**src/rtl/mux16_rr_arbiter_pkg.sv**
```systemverilog
// Shared constants, state encoding and helpers for the 16-way round-robin arbiter.
package arb_pkg;

  localparam int NUM_REQ = 16;
  localparam int SEL_W   = 4;
  localparam int DATA_W  = 32;

  typedef enum logic {
    IDLE = 1'b0,
    BUSY = 1'b1
  } arb_state_t;

  // One-hot decode of a requester index.
  function automatic logic [NUM_REQ-1:0] onehot(input logic [SEL_W-1:0] i);
    return {{(NUM_REQ-1){1'b0}}, 1'b1} << i;
  endfunction

endpackage

```
**src/rtl/mux16_rr_arbiter_if.sv**
```systemverilog
// Handshake and data bundle between the producers/consumer and the arbiter.
interface mux16_rr_arbiter_if;
  import arb_pkg::*;

  logic [NUM_REQ-1:0]        req;
  logic [NUM_REQ*DATA_W-1:0] data_in;
  logic                      out_ready;
  logic                      out_valid;
  logic [DATA_W-1:0]         out_data;
  logic [SEL_W-1:0]          select;
  logic [NUM_REQ-1:0]        gnt;
  logic [NUM_REQ-1:0]        ack;

  // Environment side: producers drive req/data, consumer drives out_ready.
  modport master (
    output req, data_in, out_ready,
    input  out_valid, out_data, select, gnt, ack
  );

  // Arbiter side.
  modport slave (
    input  req, data_in, out_ready,
    output out_valid, out_data, select, gnt, ack
  );

endinterface

```
**src/rtl/mux16_rr_arbiter_pick.sv**
```systemverilog
// Rotating priority encoder: first eligible index at or after base, wrapping mod 16.
module rr_pick_16
  import arb_pkg::*;
(
  input  logic [NUM_REQ-1:0] req,
  input  logic [NUM_REQ-1:0] mask,
  input  logic [SEL_W-1:0]   base,
  output logic [SEL_W-1:0]   idx,
  output logic               found
);

  logic [NUM_REQ-1:0] eligible;

  assign eligible = req & mask;

  // Scan from farthest to nearest so the lowest offset from base wins last.
  always_comb begin
    idx   = '0;
    found = 1'b0;
    for (int k = NUM_REQ - 1; k >= 0; k--) begin
      if (eligible[base + SEL_W'(k)]) begin
        idx   = base + SEL_W'(k);
        found = 1'b1;
      end
    end
  end

endmodule

```
**src/rtl/mux_16.sv**
```systemverilog
// Existing 16:1 32-bit lane multiplexer.
module mux_16
  import arb_pkg::*;
(
  input  logic [SEL_W-1:0]          sel,
  input  logic [NUM_REQ*DATA_W-1:0] data_in,
  output logic [DATA_W-1:0]         data_out
);

  // Pure lane select, no registering.
  always_comb begin
    data_out = data_in[DATA_W*sel +: DATA_W];
  end

endmodule

```
**src/rtl/mux16_rr_arbiter.sv**
```systemverilog
// Round-robin arbiter sequencing the select of a 16:1 lane mux toward one
// valid/ready consumer, with at most MAX_BEATS beats per grant.
module mux16_rr_arbiter
  import arb_pkg::*;
#(
  parameter int MAX_BEATS = 4
) (
  input  logic               clock,
  input  logic               reset_n,
  mux16_rr_arbiter_if.slave  bus
);

  arb_state_t         state;
  logic [SEL_W-1:0]   select_q;
  logic [SEL_W-1:0]   ptr;
  logic [SEL_W-1:0]   beats;
  logic [NUM_REQ-1:0] gnt_q;

  logic [SEL_W-1:0]   pick_base;
  logic [NUM_REQ-1:0] pick_mask;
  logic [SEL_W-1:0]   pick_idx;
  logic               pick_found;
  logic [DATA_W-1:0]  mux_out;

  logic               accept;
  logic               cont;
  logic               leave;
  logic [SEL_W:0]     beats_next;

  // While busy the re-pick starts after the current owner and excludes it;
  // while idle it starts at the round-robin pointer with every lane eligible.
  assign pick_base  = (state == BUSY) ? select_q + 1'b1 : ptr;
  assign pick_mask  = (state == BUSY) ? ~gnt_q : '1;

  assign accept     = (state == BUSY) & bus.out_ready;
  assign beats_next = {1'b0, beats} + 1'b1;
  assign cont       = accept & bus.req[select_q] & (beats_next < (SEL_W+1)'(MAX_BEATS));
  assign leave      = (state == BUSY) & ~cont & (accept | ~bus.req[select_q]);

  rr_pick_16 u_pick (
    .req   (bus.req),
    .mask  (pick_mask),
    .base  (pick_base),
    .idx   (pick_idx),
    .found (pick_found)
  );

  mux_16 u_mux (
    .sel      (select_q),
    .data_in  (bus.data_in),
    .data_out (mux_out)
  );

  assign bus.out_valid = (state == BUSY);
  assign bus.out_data  = (state == BUSY) ? mux_out : '0;
  assign bus.select    = select_q;
  assign bus.gnt       = gnt_q;
  assign bus.ack       = accept ? gnt_q : '0;

  // Grant FSM: owner, round-robin pointer and per-grant beat count.
  always_ff @(posedge clock or negedge reset_n) begin
    if (!reset_n) begin
      state    <= IDLE;
      select_q <= '0;
      ptr      <= '0;
      beats    <= '0;
      gnt_q    <= '0;
    end else begin
      case (state)
        IDLE: begin
          if (pick_found) begin
            state    <= BUSY;
            select_q <= pick_idx;
            gnt_q    <= onehot(pick_idx);
            beats    <= '0;
          end
        end
        BUSY: begin
          if (cont) begin
            beats <= beats + 1'b1;
          end else if (leave) begin
            ptr   <= select_q + 1'b1;
            beats <= '0;
            if (pick_found) begin
              select_q <= pick_idx;
              gnt_q    <= onehot(pick_idx);
            end else begin
              state <= IDLE;
              gnt_q <= '0;
            end
          end
        end
        default: begin
          state <= IDLE;
          gnt_q <= '0;
        end
      endcase
    end
  end

endmodule

```
**src/flat_wrapper.sv**
```systemverilog
// flat-port wrapper written by rule: the top's interface ports become plain ports
module mux16_rr_arbiter_flat import arb_pkg::*;
#(
  parameter int MAX_BEATS = 4
)
  (clock, reset_n, bus_req, bus_data_in, bus_out_ready, bus_out_valid, bus_out_data, bus_select, bus_gnt, bus_ack);
  mux16_rr_arbiter_if bus_i ();
  input  logic clock;
  input  logic reset_n;
  input wire logic [$bits(bus_i.req)-1:0] bus_req;
  input wire logic [$bits(bus_i.data_in)-1:0] bus_data_in;
  input wire logic [$bits(bus_i.out_ready)-1:0] bus_out_ready;
  output wire logic [$bits(bus_i.out_valid)-1:0] bus_out_valid;
  output wire logic [$bits(bus_i.out_data)-1:0] bus_out_data;
  output wire logic [$bits(bus_i.select)-1:0] bus_select;
  output wire logic [$bits(bus_i.gnt)-1:0] bus_gnt;
  output wire logic [$bits(bus_i.ack)-1:0] bus_ack;
  assign bus_i.req = bus_req;
  assign bus_i.data_in = bus_data_in;
  assign bus_i.out_ready = bus_out_ready;
  assign bus_out_valid = bus_i.out_valid;
  assign bus_out_data = bus_i.out_data;
  assign bus_select = bus_i.select;
  assign bus_gnt = bus_i.gnt;
  assign bus_ack = bus_i.ack;
  mux16_rr_arbiter #(.MAX_BEATS(MAX_BEATS)) u_core (.clock(clock), .reset_n(reset_n), .bus(bus_i));
endmodule
```
**config.mk**
```make
export PLATFORM = sky130hd
export DESIGN_NAME = mux16_rr_arbiter_flat
export DESIGN_NICKNAME = d
export VERILOG_FILES = /design/src/rtl/mux16_rr_arbiter_pkg.sv /design/src/rtl/mux16_rr_arbiter_if.sv /design/src/rtl/mux16_rr_arbiter_pick.sv /design/src/rtl/mux_16.sv /design/src/rtl/mux16_rr_arbiter.sv /design/src/flat_wrapper.sv
export SDC_FILE = /design/constraint.sdc
export NUM_CORES = 1
export LEC_CHECK = 0
export BUFFER_PORTS_ARGS = -buffer_cell sky130_fd_sc_hd__buf_2
export CAP_MARGIN = 25
export CORE_AREA = 2 2 236 238
export DETAILED_ROUTE_END_ITERATION = 10
export DIE_AREA = 0 0 238 240
export SLEW_MARGIN = 5
export SYNTH_ARGS = -nofsm -noshare
export SYNTH_HDL_FRONTEND = slang
export SYNTH_SLANG_ARGS = --single-unit
```
**constraint.sdc**
```tcl
create_clock -name clock -period 13.2 [get_ports clock]
set_clock_uncertainty 0.15 [all_clocks]
set_input_delay 0.66 -clock clock [delete_from_list [all_inputs] [get_ports clock]]
set_output_delay 0.66 -clock clock [all_outputs]
set_load 0.01 [all_outputs]
```
Word-level counts from Yosys, hierarchy flattened
Index checks and enable logic that the tools add are counted.
- register bits after elaboration: 29
- output and inout port bits: 69
- bits of input ports: 531
- order comparisons: 18
- equal/unequal tests: 4
- shift operators: 2
- bitwise operators: 11
- reduce and logical (&&, ||, !) cells: 4
- muxes and demuxes: 87
- $add $sub $neg: 18
- operators with widths (operator ; count):
    indexed part select 512 x 10 -> 32 bit ; 1
    2-to-1 mux 16 bit ; 6
    2-to-1 mux 4 bit ; 23
    less-than comparator 4 x 5 -> 1 bit (second input constant) ; 17
    binary-select mux 1 bit (select 4 bit) ; 17
    2-to-1 mux 1 bit ; 36
    adder 4 bit (second input constant) ; 8
    2-to-1 mux 32 bit ; 1
    case mux 16 bit (2 select lines) ; 1
    adder 4 x 3 -> 4 bit (second input constant) ; 4
    AND 16 bit ; 1
    NOT 16 bit ; 1
    case mux 4 bit (2 select lines) ; 2
    << shifter 1 x 4 -> 16 bit (first input constant) ; 1
    adder 4 x 1 -> 4 bit (second input constant) ; 3
    adder 4 x 2 -> 4 bit (second input constant) ; 2
    AND reduction 3 bit ; 2
    adder 4 x 1 -> 5 bit (second input constant) ; 1
    AND 1 bit ; 5
    less-than comparator 5 x 3 -> 1 bit (second input constant) ; 1
    != test 2 bit (second input constant) ; 2
    AND reduction 2 bit ; 2
    != test 3 bit (second input constant) ; 1
    NOT 1 bit ; 3
    other kinds (3) ; 3

Depth between registers and ports, before layout
Gate-level depths: netlist of run 1.
- depth after elaboration: 26
- mapped depth: 17
- depth with buffers taken out: 14

Hierarchy
From an unflattened synthesis of run 1, not the netlist that was laid out.
- cell total of the unflattened synthesis: 773
- area total of the unflattened synthesis: 7947.6 µm²
- modules (own cells, without submodules) (module ; cells an instance ; times used ; seq. area each (µm²) ; area an instance (µm²)):
    mux_16 ; 271 ; 1 ; 0.0 ; 3728.6
    rr_pick_16 ; 302 ; 1 ; 0.0 ; 2297.2
    mux16_rr_arbiter ; 200 ; 1 ; 725.7 ; 1921.8

Least setup slack after synthesis of run 1
No wires, ideal clock.
- kind: register to register
- start point: reg u_core.state (netlist: u_core.bus.out_valid)
- end point: reg u_core.gnt_q[11] (netlist: u_core.bus.gnt[11])
- stages on the path, launching flop included: 15
- setup slack: 8949 ps
- data arrival time: 4034 ps
- library setup time: 67 ps
- buffers on the path: 4
- path through: dfrtp_1 buf_4 mux2i_1 inv_2 buf_2 buf_2 ha_1 xnor2_1 mux2i_1 mux2i_1 or3_1 or3_4 a21oi_4 buf_4 a22o_1
- longest elaborated chain between the ends: 25
- elaborated cells between the ends (all ways): 100
- ends and longest elaborated chain (item ; RTL line ; source):
    start, declared ; mux16_rr_arbiter.sv:13 ; arb_state_t state;
    start signal, assigned ; mux16_rr_arbiter.sv:63 ; state <= IDLE;
    start signal, assigned ; mux16_rr_arbiter.sv:72 ; state <= BUSY;
    start signal, assigned ; mux16_rr_arbiter.sv:88 ; state <= IDLE;
    2-to-1 mux 4 bit or 2-to-1 mux 16 bit (tied branches) ; mux16_rr_arbiter.sv:32, mux16_rr_arbiter.sv:33 ;
    adder 4 bit or AND 16 bit (tied branches) ; mux16_rr_arbiter_pick.sv:21, mux16_rr_arbiter_pick.sv:22, mux16_rr_arbiter_pick.sv:14 ;
    binary-select mux 1 bit (select 4 bit) ; mux16_rr_arbiter_pick.sv:21 ; if (eligible[base + SEL_W'(k)]) begin
    2-to-1 mux 1 bit (implied by the code) ; mux16_rr_arbiter_pick.sv:21 ;
    2-to-1 mux 4 bit (16 in series) ; mux16_rr_arbiter_pick.sv:21 ;
    << shifter 1 x 4 -> 16 bit ; mux16_rr_arbiter_pkg.sv:15 ; return {{(NUM_REQ-1){1'b0}}, 1'b1} << i;
    2-to-1 mux 16 bit ; mux16_rr_arbiter.sv:84 ; if (pick_found) begin
    2-to-1 mux 16 bit ; mux16_rr_arbiter.sv:81 ; end else if (leave) begin
    2-to-1 mux 16 bit ; mux16_rr_arbiter.sv:79 ; if (cont) begin
    case mux 16 bit (2 select lines) ; mux16_rr_arbiter.sv:69 ; case (state)
    end signal, assigned ; mux16_rr_arbiter.sv:74 ; gnt_q <= onehot(pick_idx);
    end signal, assigned ; mux16_rr_arbiter.sv:86 ; gnt_q <= onehot(pick_idx);
    end, declared ; mux16_rr_arbiter.sv:17 ; logic [NUM_REQ-1:0] gnt_q;
Several ways; a longest one is shown, not always the timed one. The select of a mux whose other input is x is not followed.
A chain may end at the register's enable or synchronous reset.

Worst setup path after layout of run 1
- start point: reg u_core.state (netlist: u_core.bus.out_valid)
- end point: reg u_core.gnt_q[4] (netlist: u_core.bus.gnt[4])
The elaborated chain is that of the path after synthesis.

==> results_dict.tcl, run 1 <==
set metrics [dict create \
    status "finished, final reports clean" \
    fin_crit_sh_pct 44.54 \
    antenna_found_initial 85 \
    cp_slowest_stage_delay_ps 770 \
    htree_num_levels 2 \
    grt_pass1_vias 10146 \
    overflow 0 \
    layout.cells.non_filler 1983 \
    worstMarginPinSlew_ps 1005 \
    clock_latency_ps 270 \
    io_pins 600 \
    yosysWarnings 0 \
    maxSlewHeadroom_pct 32.61 \
    worstSetupStartpointType "flip-flop" \
    drive_gt1_share_pct 67.73 \
    area_delta_synth_final_pct 48.47 \
    portBuffers 599 \
    vdd_drop_max_mv 0.1496 \
    synth_area_per_cell_sq_um 11.54 \
    syn-num-nets 1238 \
    total_power_mw 4.488 \
    busiest_layer "met2" \
    synth_seq_area_share_pct 8.999 \
    synth-edff-count 0 \
    ys_types 82 \
    nets 1793 \
    coreArea_sq_mm 0.05466 \
    grtUsageMet2_pct 38.18 \
    vias 10199 \
    post_cts_buffers 0 \
    viasPerCell 5.143 \
    use_met1_pct 30.91 \
    die_h_microns 240 \
    finalSetupViolCount 0 \
    place_inst 1950 \
    slowest_stage "dfrtp_2" \
    whs_ps 278.5 \
    tritoncts "built" \
    drtAntennaViolNets 0 \
    dr.pass1.iters 5 \
    clock_sinks 29 \
    layout_min_cycle_time_ps 5879 \
    hold_buffers 0 \
    grt.total_usage_pct 24.53 \
    path_max_fanout 43 \
    drv_cap 0 \
    crit_required_ps 13240 \
    clock.fmax_ghz 0.1701 \
    syn_area_sq_mm 0.008064 \
    dp_hpwl_microns 65360 \
    report.final.slew_viol_count 0 \
    fp.dieW_microns 238 \
    drt-total-wl_microns 72540 \
    worstPathCellList "buf_4, nand2b_1, nand2_4, inv_4, ha_1, inv_1, mux4_2, mux2i_1, nor2_1, a2111oi_2, or4b_1, a21oi_1, o21bai_1, or3_1, o21ai_1" \
    num_rows 86 \
    path_buf_inv 3 \
    tns_ps 0 \
    rsz0062_at_grt "false" \
    drc 0 \
    hold_class "primary input to asynchronous set/reset pin" \
    async_flop_share_pct 100.0 \
    drt_iter0_markers 1003 \
    grt_max_degree 50 \
    hold_viol_final 0 \
    synth_seq_cells 29 \
    wl_per_cell_microns 36.58 \
    gp_congestion 1.005 \
    cts-buffers-inserted 5 \
    clockRootBuffer "clkbuf_16" \
    power_leakage_nw 5.222 \
    multi_input_area_sq_mm 0.007018 \
    synthCells 699 \
    clockBufferDepth 2 \
    fillCellCount 6034 \
    die_area_sq_mm 0.05712 \
    synth_flop_cell "dfrtp_1" \
    grt_first_pass_wirelength_microns 93170 \
    start_util_pct 14.75 \
    seqCellArea_sq_um 739.5 \
    cpLargestDelayFamily "simple AND/OR/NAND/NOR gates" \
    clkTransAtPathRegs_ps 50 \
    arrival_ps 5920 \
    crit_type "flip-flop to flip-flop" \
    ctsResizeCount 0 \
    power.density_mw_per_mm2 374.8 \
    worstSetupEndpointType "flip-flop" \
    use_met3_pct 10.15 \
]
-- path summary, 6_finish.rpt --
| path | from | to | slack, ps | depth (start not counted) |
|---|---|---|---|---|
| min reg2reg | u_core.beats[3] | u_core.beats[3] | 340 | 1 |
| max in group asynchronous | reset_n | u_core.bus.select[1] | 12130 | 1 |
| min | reset_n | u_core.bus.gnt[12] | 280 | 1 |
| min in group clock | u_core.beats[3] | u_core.beats[3] | 340 | 1 |
| max reg2reg | u_core.bus.out_valid | u_core.bus.gnt[4] | 7320 | 15 |
| max | u_core.bus.out_valid | u_core.bus.gnt[4] | 7320 | 15 |
-- power by group --
part	leakage, nW	internal (mW)	switching, mW
registers	0.374	0.121	0.0641
clock network	0.0713	0.0749	0.0361
logic	4.78	1.68	2.51
total	5.22	1.87	2.61
-- synth_stat cells, drive strengths merged, types with 2 or more instances --
cell type  number  area, sq um
a2111oi         3        32.53
a211o           3        26.28
a211oi          9        72.57
a21boi         20        153.9
a21o            5        37.54
a21oi          25        140.1
a22o            8        70.07
a22oi           2        15.01
a31oi           2        12.51
and2           42        262.8
and3           29        186.4
buf            29        148.9
clkbuf         33        123.9
dfrtp          29        725.7
ha              8        100.1
inv            12        47.55
mux2           15        168.9
mux2i          23        254.0
mux4          184         4144
nand2          36        142.6
nand2b          3        18.77
nand3          16        80.08
nand4           4        25.02
nor2           23        86.33
nor2b           4        25.02
nor3           16        85.08
nor4            5        31.28
o2111ai         3        26.28
o211a           2        20.02
o211ai          9        67.56
o21a            2        15.01
o21ai          34        185.2
o21bai          3        22.52
o22a            3        26.28
o22ai           7        43.79
o31ai           3        36.28
or2             5        31.28
or3             7        48.80
xnor2          13        136.4
xor2            2        25.03
-- state kept, by name (all words and copies together) (netlist names) --
name,count
u_core.bus.gnt,16
u_core.bus.out_valid,1
u_core.ptr,4
u_core.beats,4
u_core.bus.select,4
-- final cells by class --
| class | instances | share of cell area [%] |
|---|---|---|
| Tap cell | 704 | 7.357 |
| Timing Repair Buffer | 610 | 25.73 |
| Multi-Input combinational cell | 596 | 58.62 |
| Clock buffer | 8 | 1.223 |
| Inverter | 12 | 0.3971 |
| Sequential cell | 29 | 6.176 |
| Antenna cell | 24 | 0.5016 |
-- cell families (layout without fill, tap and decap cells) --
logic type | count (synthesis) | count (layout) | share of synthesized area [%]
AOI/OAI and AO/OA | 154 | 154 | 13.72
and+or+nand+nor | 197 | 197 | 13.44
adders and majority gates | 8 | 8 | 1.241
DFF | 29 | 29 | 8.999
xor gates and xnor gates | 15 | 15 | 2.002
other | 0 | 24 | 0
buffers and inverters | 74 | 630 | 3.972
muxes | 222 | 222 | 56.63
-- per-layer routing --
layer	up-vias	share of wire, %
met4	44	3.6
met2	763	44
met1	5145	40
li1	4113	-
met5	-	0.38
met3	134	12
-- through the flow --
| step | setup slack, ps | util [%] | area, sq um |
|---|---|---|---|
| after floorplan | 8949 | - | 8064 |
| after global placement | 7302 | 21.51 | 11760 |
| after detailed placement | 7202 | 21.51 | 11760 |
| after CTS | 7182 | 21.78 | 11910 |
| after global routing | 6818 | 21.85 | 11940 |
| final | 7321 | 21.90 | 11970 |
-- cells in the final DEF (no fill, tap or decap), drive strengths merged, types with 3 or more instances in the layout --
| cell | count |
|---|---|
| clkbuf | 8 |
| o211ai | 9 |
| o21bai | 3 |
| a22o | 8 |
| a211oi | 9 |
| inv | 12 |
| or3 | 7 |
| dfrtp | 29 |
| a2111oi | 3 |
| o21ai | 34 |
| diode | 24 |
| o31ai | 3 |
| a21o | 5 |
| nand2b | 3 |
| or2 | 5 |
| mux2 | 15 |
| nor2 | 23 |
| o2111ai | 3 |
| a21boi | 20 |
| o22a | 3 |
| mux4 | 184 |
| nand4 | 4 |
| o22ai | 7 |
| nand2 | 36 |
| ha | 8 |
| nand3 | 16 |
| a21oi | 25 |
| buf | 610 |
| nor3 | 16 |
| nor2b | 4 |
| and3 | 29 |
| mux2i | 23 |
| a211o | 3 |
| and2 | 42 |
| nor4 | 5 |
| xnor2 | 13 |
-- worst reg2reg max path: stages, from the launching register on --
cell and delay (ps):
dfrtp_2 770, buf_4 480, nand2b_1 320, nand2_4 280, inv_4 150, ha_1 610
inv_1 240, mux4_2 380, mux2i_1 370, nor2_1 110, a2111oi_2 280, or4b_1 460
a21oi_1 440, o21bai_1 230, or3_1 380, o21ai_1 140
(Power assumes the default switching activity.)
==> inputs of run 2 (changes only) <==
--- a/config.mk
+++ b/config.mk
@@ -7,9 +7,9 @@
 export LEC_CHECK = 0
 export BUFFER_PORTS_ARGS = -buffer_cell sky130_fd_sc_hd__buf_2
 export CAP_MARGIN = 25
-export CORE_AREA = 2 2 236 238
+export CORE_AREA = 2 2 233 235
 export DETAILED_ROUTE_END_ITERATION = 10
-export DIE_AREA = 0 0 238 240
+export DIE_AREA = 0 0 235 237
 export SLEW_MARGIN = 5
 export SYNTH_ARGS = -nofsm -noshare
 export SYNTH_HDL_FRONTEND = slang
==> constraint.sdc (replaced) <==
create_clock -name clock -period 5.87 [get_ports clock]
set_clock_uncertainty 0.15 [all_clocks]
set_input_delay 0.2935 -clock clock [delete_from_list [all_inputs] [get_ports clock]]
set_output_delay 0.2935 -clock clock [all_outputs]
set_load 0.01 [all_outputs]
==> run 2 against run 1 <==
Net effect: hold slack improved by 35 ps; worst setup slack got worse by 6600 ps; cell count is 0.10% higher; sequential share of layout area is essentially flat; clock power up 120%; via count shrank 0.32%; register-to-register slack got worse by 6600 ps; wire length shrank 1.7%; clock-buffer cell count down 3; combinational power rose by 130%; largest power group unchanged; highest routed layer unchanged.
==> results_dict.tcl, run 2 (same netlist as run 1, synthesis figures left out) <==
set metrics [dict create \
    p_seq_share_pct 3.5 \
    arrival_ps 5150 \
    area_delta_synth_final_pct 49.42 \
    holdPathEnd "u_core.beats[1]" \
    finalSetupViolCount 0 \
    post_cts_buffers 0 \
    htree_num_levels 2 \
    dp_hpwl_microns 63550 \
    internal_power_mw 4.287 \
    most-common-layout-cells "599 x buf_2, 184 x mux4_2, 41 x and2_1, 35 x nand2_1" \
    worstSetupStartpointType "flip-flop" \
    grt_max_degree 135 \
    die_area_sq_mm 0.05570 \
    reg2reg_slack_ps 760 \
    io_pins 600 \
    die_h_microns 237 \
    reg2reg_to "u_core.bus.gnt[14]" \
    tritoncts "built" \
    dp_worst_setup_slack_ps 824.7 \
    maxSlewHeadroom_pct 23.69 \
    switching_share_pct 57.70 \
    hold_start "bus_out_ready" \
    p_switching_mw 5.849 \
    holdPathStages 3 \
    slowest_stage "ha_1" \
    reg2reg_depth 13 \
    gp_congestion 0.9583 \
    dr.pass1.iters 7 \
    power.density_mw_per_mm2 841.2 \
    report.final.slew_viol_count 0 \
    antenna_found_initial 63 \
    drt-total-wl_microns 71340 \
    portBuffers 599 \
    fp.dieW_microns 235 \
    final_common_cell "buf_2" \
    largest_reg_flops 16 \
    drtAntennaViolNets 0 \
    status "finished, final reports clean" \
    cts-buffers-inserted 5 \
    drc 0 \
    clock.fmax_ghz 0.1958 \
    power_leakage_nw 5.260 \
    overflow 0 \
    final_util_pct 22.61 \
    crit_required_ps 5910 \
    cp_slowest_stage_delay_ps 580 \
    hold_viol_final 0 \
    power_frac_clock_pct 2.4 \
    worstPathCellList "nand2b_1, nand2_4, inv_4, ha_1, inv_1, mux4_2, mux2i_1, mux2i_1, or3_1, or3_4, a21oi_4, nand2_1, o21ai_0" \
    clock_sinks 29 \
    wl_per_cell_microns 35.94 \
    ctsResizeCount 0 \
    vias 10166 \
    nets 1799 \
    cpMostUsedCell "mux2i_1" \
    grt.total_usage_pct 24.56 \
    vdd_drop_max_mv 0.3757 \
    grt_pass1_vias 10267 \
    clockRootBuffer "clkbuf_16" \
    layout_min_cycle_time_ps 5106 \
    worstSetupEndpointType "flip-flop" \
    path_max_fanout 16 \
    grt_first_pass_wirelength_microns 92430 \
    hold_class "primary input to flip-flop" \
    finalWorstSetupSlack_ps 763.7 \
    whs_ps 313.3 \
    clockBufferDepth 2 \
    worstMarginPinSlew_ps 1145 \
    total_power_mw 10.14 \
    viasPerCell 5.121 \
    rsz0062_at_grt "false" \
    hold_buffers 1 \
    clock_latency_ps 280 \
    combPwrFrac_pct 94.1 \
    fin_crit_sh_pct 86.99 \
    crit_type "flip-flop to flip-flop" \
    clkTransAtPathRegs_ps 50 \
    tns_ps 0 \
    drt_iter0_markers 1043 \
    coreArea_sq_mm 0.05328 \
    num_rows 85 \
    r2r-start "u_core.bus.select[0]" \
    drv_cap 0 \
    drive_gt1_share_pct 67.96 \
    start_util_pct 15.13 \
]
==> run 2: through the flow <==
step,instance area [sq um],instances
floorplan,8064,699
global placement,11800,1947
detailed placement,11830,1948
CTS,11980,1957
global route,12000,1967
finish,12050,1985
==> run 2: power by group through the flow <==
stage / Combinational (mW) / Clock (mW) / Sequential, mW
6_report: 9.53 / 0.244 / 0.357
5_1_grt: 10.1 / 0.259 / 0.362
3_3_place_gp: 9.49 / 0 / 0.356
3_5_place_dp: 9.36 / 0 / 0.357
2_1_floorplan: 6.29 / 0 / 0.313
4_1_cts: 9.42 / 0.247 / 0.354
==> run 2: layer usage <==
metal	global-route usage [%]	routed length, microns
met3	9.816	8860
met1	33.25	30260
met4	5.946	1498
met2	36.35	30520
met5	0	196
==> run 2: cell type report <==
class                   instances  area, sq um
fillers                      5801        41230
multi-input cells             596         7018
repair buffers                616         3161
well taps                     696        870.8
flip-flops and latches         29        739.5
clock buffers                   5        125.1
diodes                         28        70.07
inverters                      12        47.55
clock inverters                 3        17.52
==> run 2: worst max-delay path by stage <==
stage                         end                 start  slack, ps  cells past startpoint
2_1_floorplan  u_core.bus.gnt[11]  u_core.bus.out_valid       1620                     14
3_3_place_gp   u_core.bus.gnt[11]  u_core.bus.select[0]        850                     14
3_5_place_dp   u_core.bus.gnt[14]  u_core.bus.select[0]        820                     13
4_1_cts        u_core.bus.gnt[14]  u_core.bus.select[0]        820                     13
5_1_grt        u_core.bus.gnt[14]  u_core.bus.select[0]        490                     13
6_report       u_core.bus.gnt[14]  u_core.bus.select[0]        760                     13
==> run 2: critical path: cells and delay by family (launching register included) <==
kind | cells | cell delay, ps
DFF | 1 | 510
AOI/OAI and AO/OA | 2 | 500
buffers and inverters | 2 | 380
and+or+nand+nor | 5 | 1690
muxes | 3 | 1190
adders and majority gates | 1 | 580
==> inputs of run 3 (changes only) <==
--- a/config.mk
+++ b/config.mk
@@ -7,9 +7,12 @@
 export LEC_CHECK = 0
 export BUFFER_PORTS_ARGS = -buffer_cell sky130_fd_sc_hd__buf_2
 export CAP_MARGIN = 25
-export CORE_AREA = 2 2 233 235
+export CELL_PAD_IN_SITES_DETAIL_PLACEMENT = 2
+export CELL_PAD_IN_SITES_GLOBAL_PLACEMENT = 2
+export CORE_AREA = 2 2 234 236
 export DETAILED_ROUTE_END_ITERATION = 10
-export DIE_AREA = 0 0 235 237
+export DIE_AREA = 0 0 236 238
+export PLACE_DENSITY_LB_ADDON = 0.1
 export SLEW_MARGIN = 5
 export SYNTH_ARGS = -nofsm -noshare
 export SYNTH_HDL_FRONTEND = slang
==> run 3 against run 2 <==
Net effect: hold slack improved by 44 ps; first-iteration DRC count decreased by 38%; clock-buffer cell count unchanged; critical path type unchanged.
==> results_dict.tcl, run 3 (same netlist as run 1, synthesis figures left out) <==
set metrics [dict create \
    layout_min_cycle_time_ps 5277 \
    area_delta_synth_final_pct 50.02 \
    htree_num_levels 2 \
    antenna_found_initial 73 \
    layout.cells.non_filler 1984 \
    viasPerCell 5.007 \
    vias 9933 \
    hold_class "flip-flop to flip-flop" \
    largest_reg_flops 16 \
    tritoncts "built" \
    status "finished, final reports clean" \
    worstMarginPinSlew_ps 1093 \
    drc 0 \
    clock.fmax_ghz 0.1895 \
    finalWorstSetupSlack_ps 593.1 \
    worstPathCellList "nand2b_1, nand2_4, inv_4, ha_1, inv_1, mux4_2, mux2i_1, mux2i_1, buf_4, or3_1, or3_4, a21oi_4, a22o_1" \
    slowest_stage "ha_1" \
    path_max_fanout 16 \
    cp_slowest_stage_delay_ps 620 \
    place_area_sq_mm 0.01188 \
    worstSetupStartpointType "flip-flop" \
    place_inst 1959 \
    arrival_ps 5340 \
    final_common_cell "buf_2" \
    power_leakage_nw 5.313 \
    gp_congestion 0.9927 \
    whs_ps 357.5 \
    grt_pass1_vias 10544 \
    io_pins 600 \
    cpMostUsedCell "mux2i_1" \
    report.final.slew_viol_count 0 \
    vdd_drop_max_mv 0.3218 \
    hold_buffers 1 \
    dp_hpwl_microns 62350 \
    multi_input_area_sq_mm 0.007018 \
    start_util_pct 15.07 \
    grt_first_pass_wirelength_microns 94430 \
    clockBufferDepth 2 \
    tns_ps 0 \
    crit_required_ps 5930 \
    finalSetupViolCount 0 \
    die_h_microns 238 \
    final_util_pct 22.61 \
    crit_type "flip-flop to flip-flop" \
    ctsResizeCount 0 \
    maxSlewHeadroom_pct 27.16 \
    seqCellArea_sq_um 739.5 \
    worstSetupEndpointType "flip-flop" \
    fin_crit_sh_pct 89.90 \
    fillCellCount 6108 \
    final_area_sq_mm 0.01210 \
    grt_max_degree 71 \
    dp_worst_setup_slack_ps 583.4 \
    num_rows 85 \
    total_power_mw 10.55 \
    rsz0062_at_grt "false" \
    post_cts_buffers 0 \
    clock_sinks 29 \
    clock_latency_ps 280 \
    portBuffers 599 \
    cpLargestDelayFamily "simple AND/OR/NAND/NOR gates" \
    coreArea_sq_mm 0.05350 \
    drive_gt1_share_pct 68.24 \
    overflow 0 \
    clkTransAtPathRegs_ps 50 \
    drv_cap 0 \
    power.density_mw_per_mm2 871.9 \
    drt_iter0_markers 643 \
    nets 1810 \
    hold_viol_final 0 \
    drt-total-wl_microns 70310 \
    cts-buffers-inserted 5 \
    fp.dieW_microns 236 \
    drtAntennaViolNets 0 \
    most-common-layout-cells "599 x buf_2, 184 x mux4_2, 41 x and2_1, 35 x nand2_1" \
    grt.total_usage_pct 24.46 \
    path_buf_inv 3 \
    clockRootBuffer "clkbuf_16" \
    dr.pass1.iters 5 \
    die_area_sq_mm 0.05617 \
    wl_per_cell_microns 35.44 \
]
==> run 3: cell count changes in the layout (fill, tap and decap cells not counted), sizes merged <==
cell	previous run	this run
buf	615	626
bufinv	0	1
clkinv	2	1
diode	28	16
==> run 3: final timing paths <==
path | from | to | slack [ps] | cells past startpoint
worst min-delay path | u_core.beats[3] | u_core.beats[3] | 360 | 1
worst max-delay path | u_core.bus.select[0] | u_core.bus.gnt[0] | 590 | 13
worst max register to register | u_core.bus.select[0] | u_core.bus.gnt[0] | 590 | 13
worst min register to register | u_core.beats[3] | u_core.beats[3] | 360 | 1
max in group asynchronous | reset_n | u_core.bus.select[1] | 4530 | 2
min in group asynchronous | reset_n | u_core.bus.gnt[7] | 500 | 2
==> run 3: metal layers <==
metal  track usage (%)  wire, microns
met1             33.58          31310
met4             2.876            640
met3             7.034           6066
met2             39.13          32080
met5                 0            210
==> run 3: worst register-to-register path, delay by kind of cell, from the launching register on <==
family                   cells  cell delay, ps
multiplexers                 3            1060
buffers and inverters        3             660
AO/OA/AOI/OAI                2             670
adder cells (fa/ha/maj)      1             620
flip-flops                   1             570
AND/OR/NAND/NOR              4            1490
==> run 3: area by class of cell <==
class                           instances  share of cell area, %
Antenna cell                           16                 0.3310
Multi-Input combinational cell        596                  58.01
Inverter                               12                 0.3930
Sequential cell                        29                  6.112
Timing Repair Buffer                  627                  26.54
Clock buffer                            5                  1.034
Tap cell                              696                  7.198
Clock inverter                          3                 0.3827
==> run 3: power breakdown <==
part / internal, mW / total, mW / switching (mW)
clock network: 0.201 / 0.298 / 0.0973
logic: 3.99 / 9.89 / 5.89
registers: 0.274 / 0.364 / 0.0904
total: 4.47 / 10.5 / 6.08
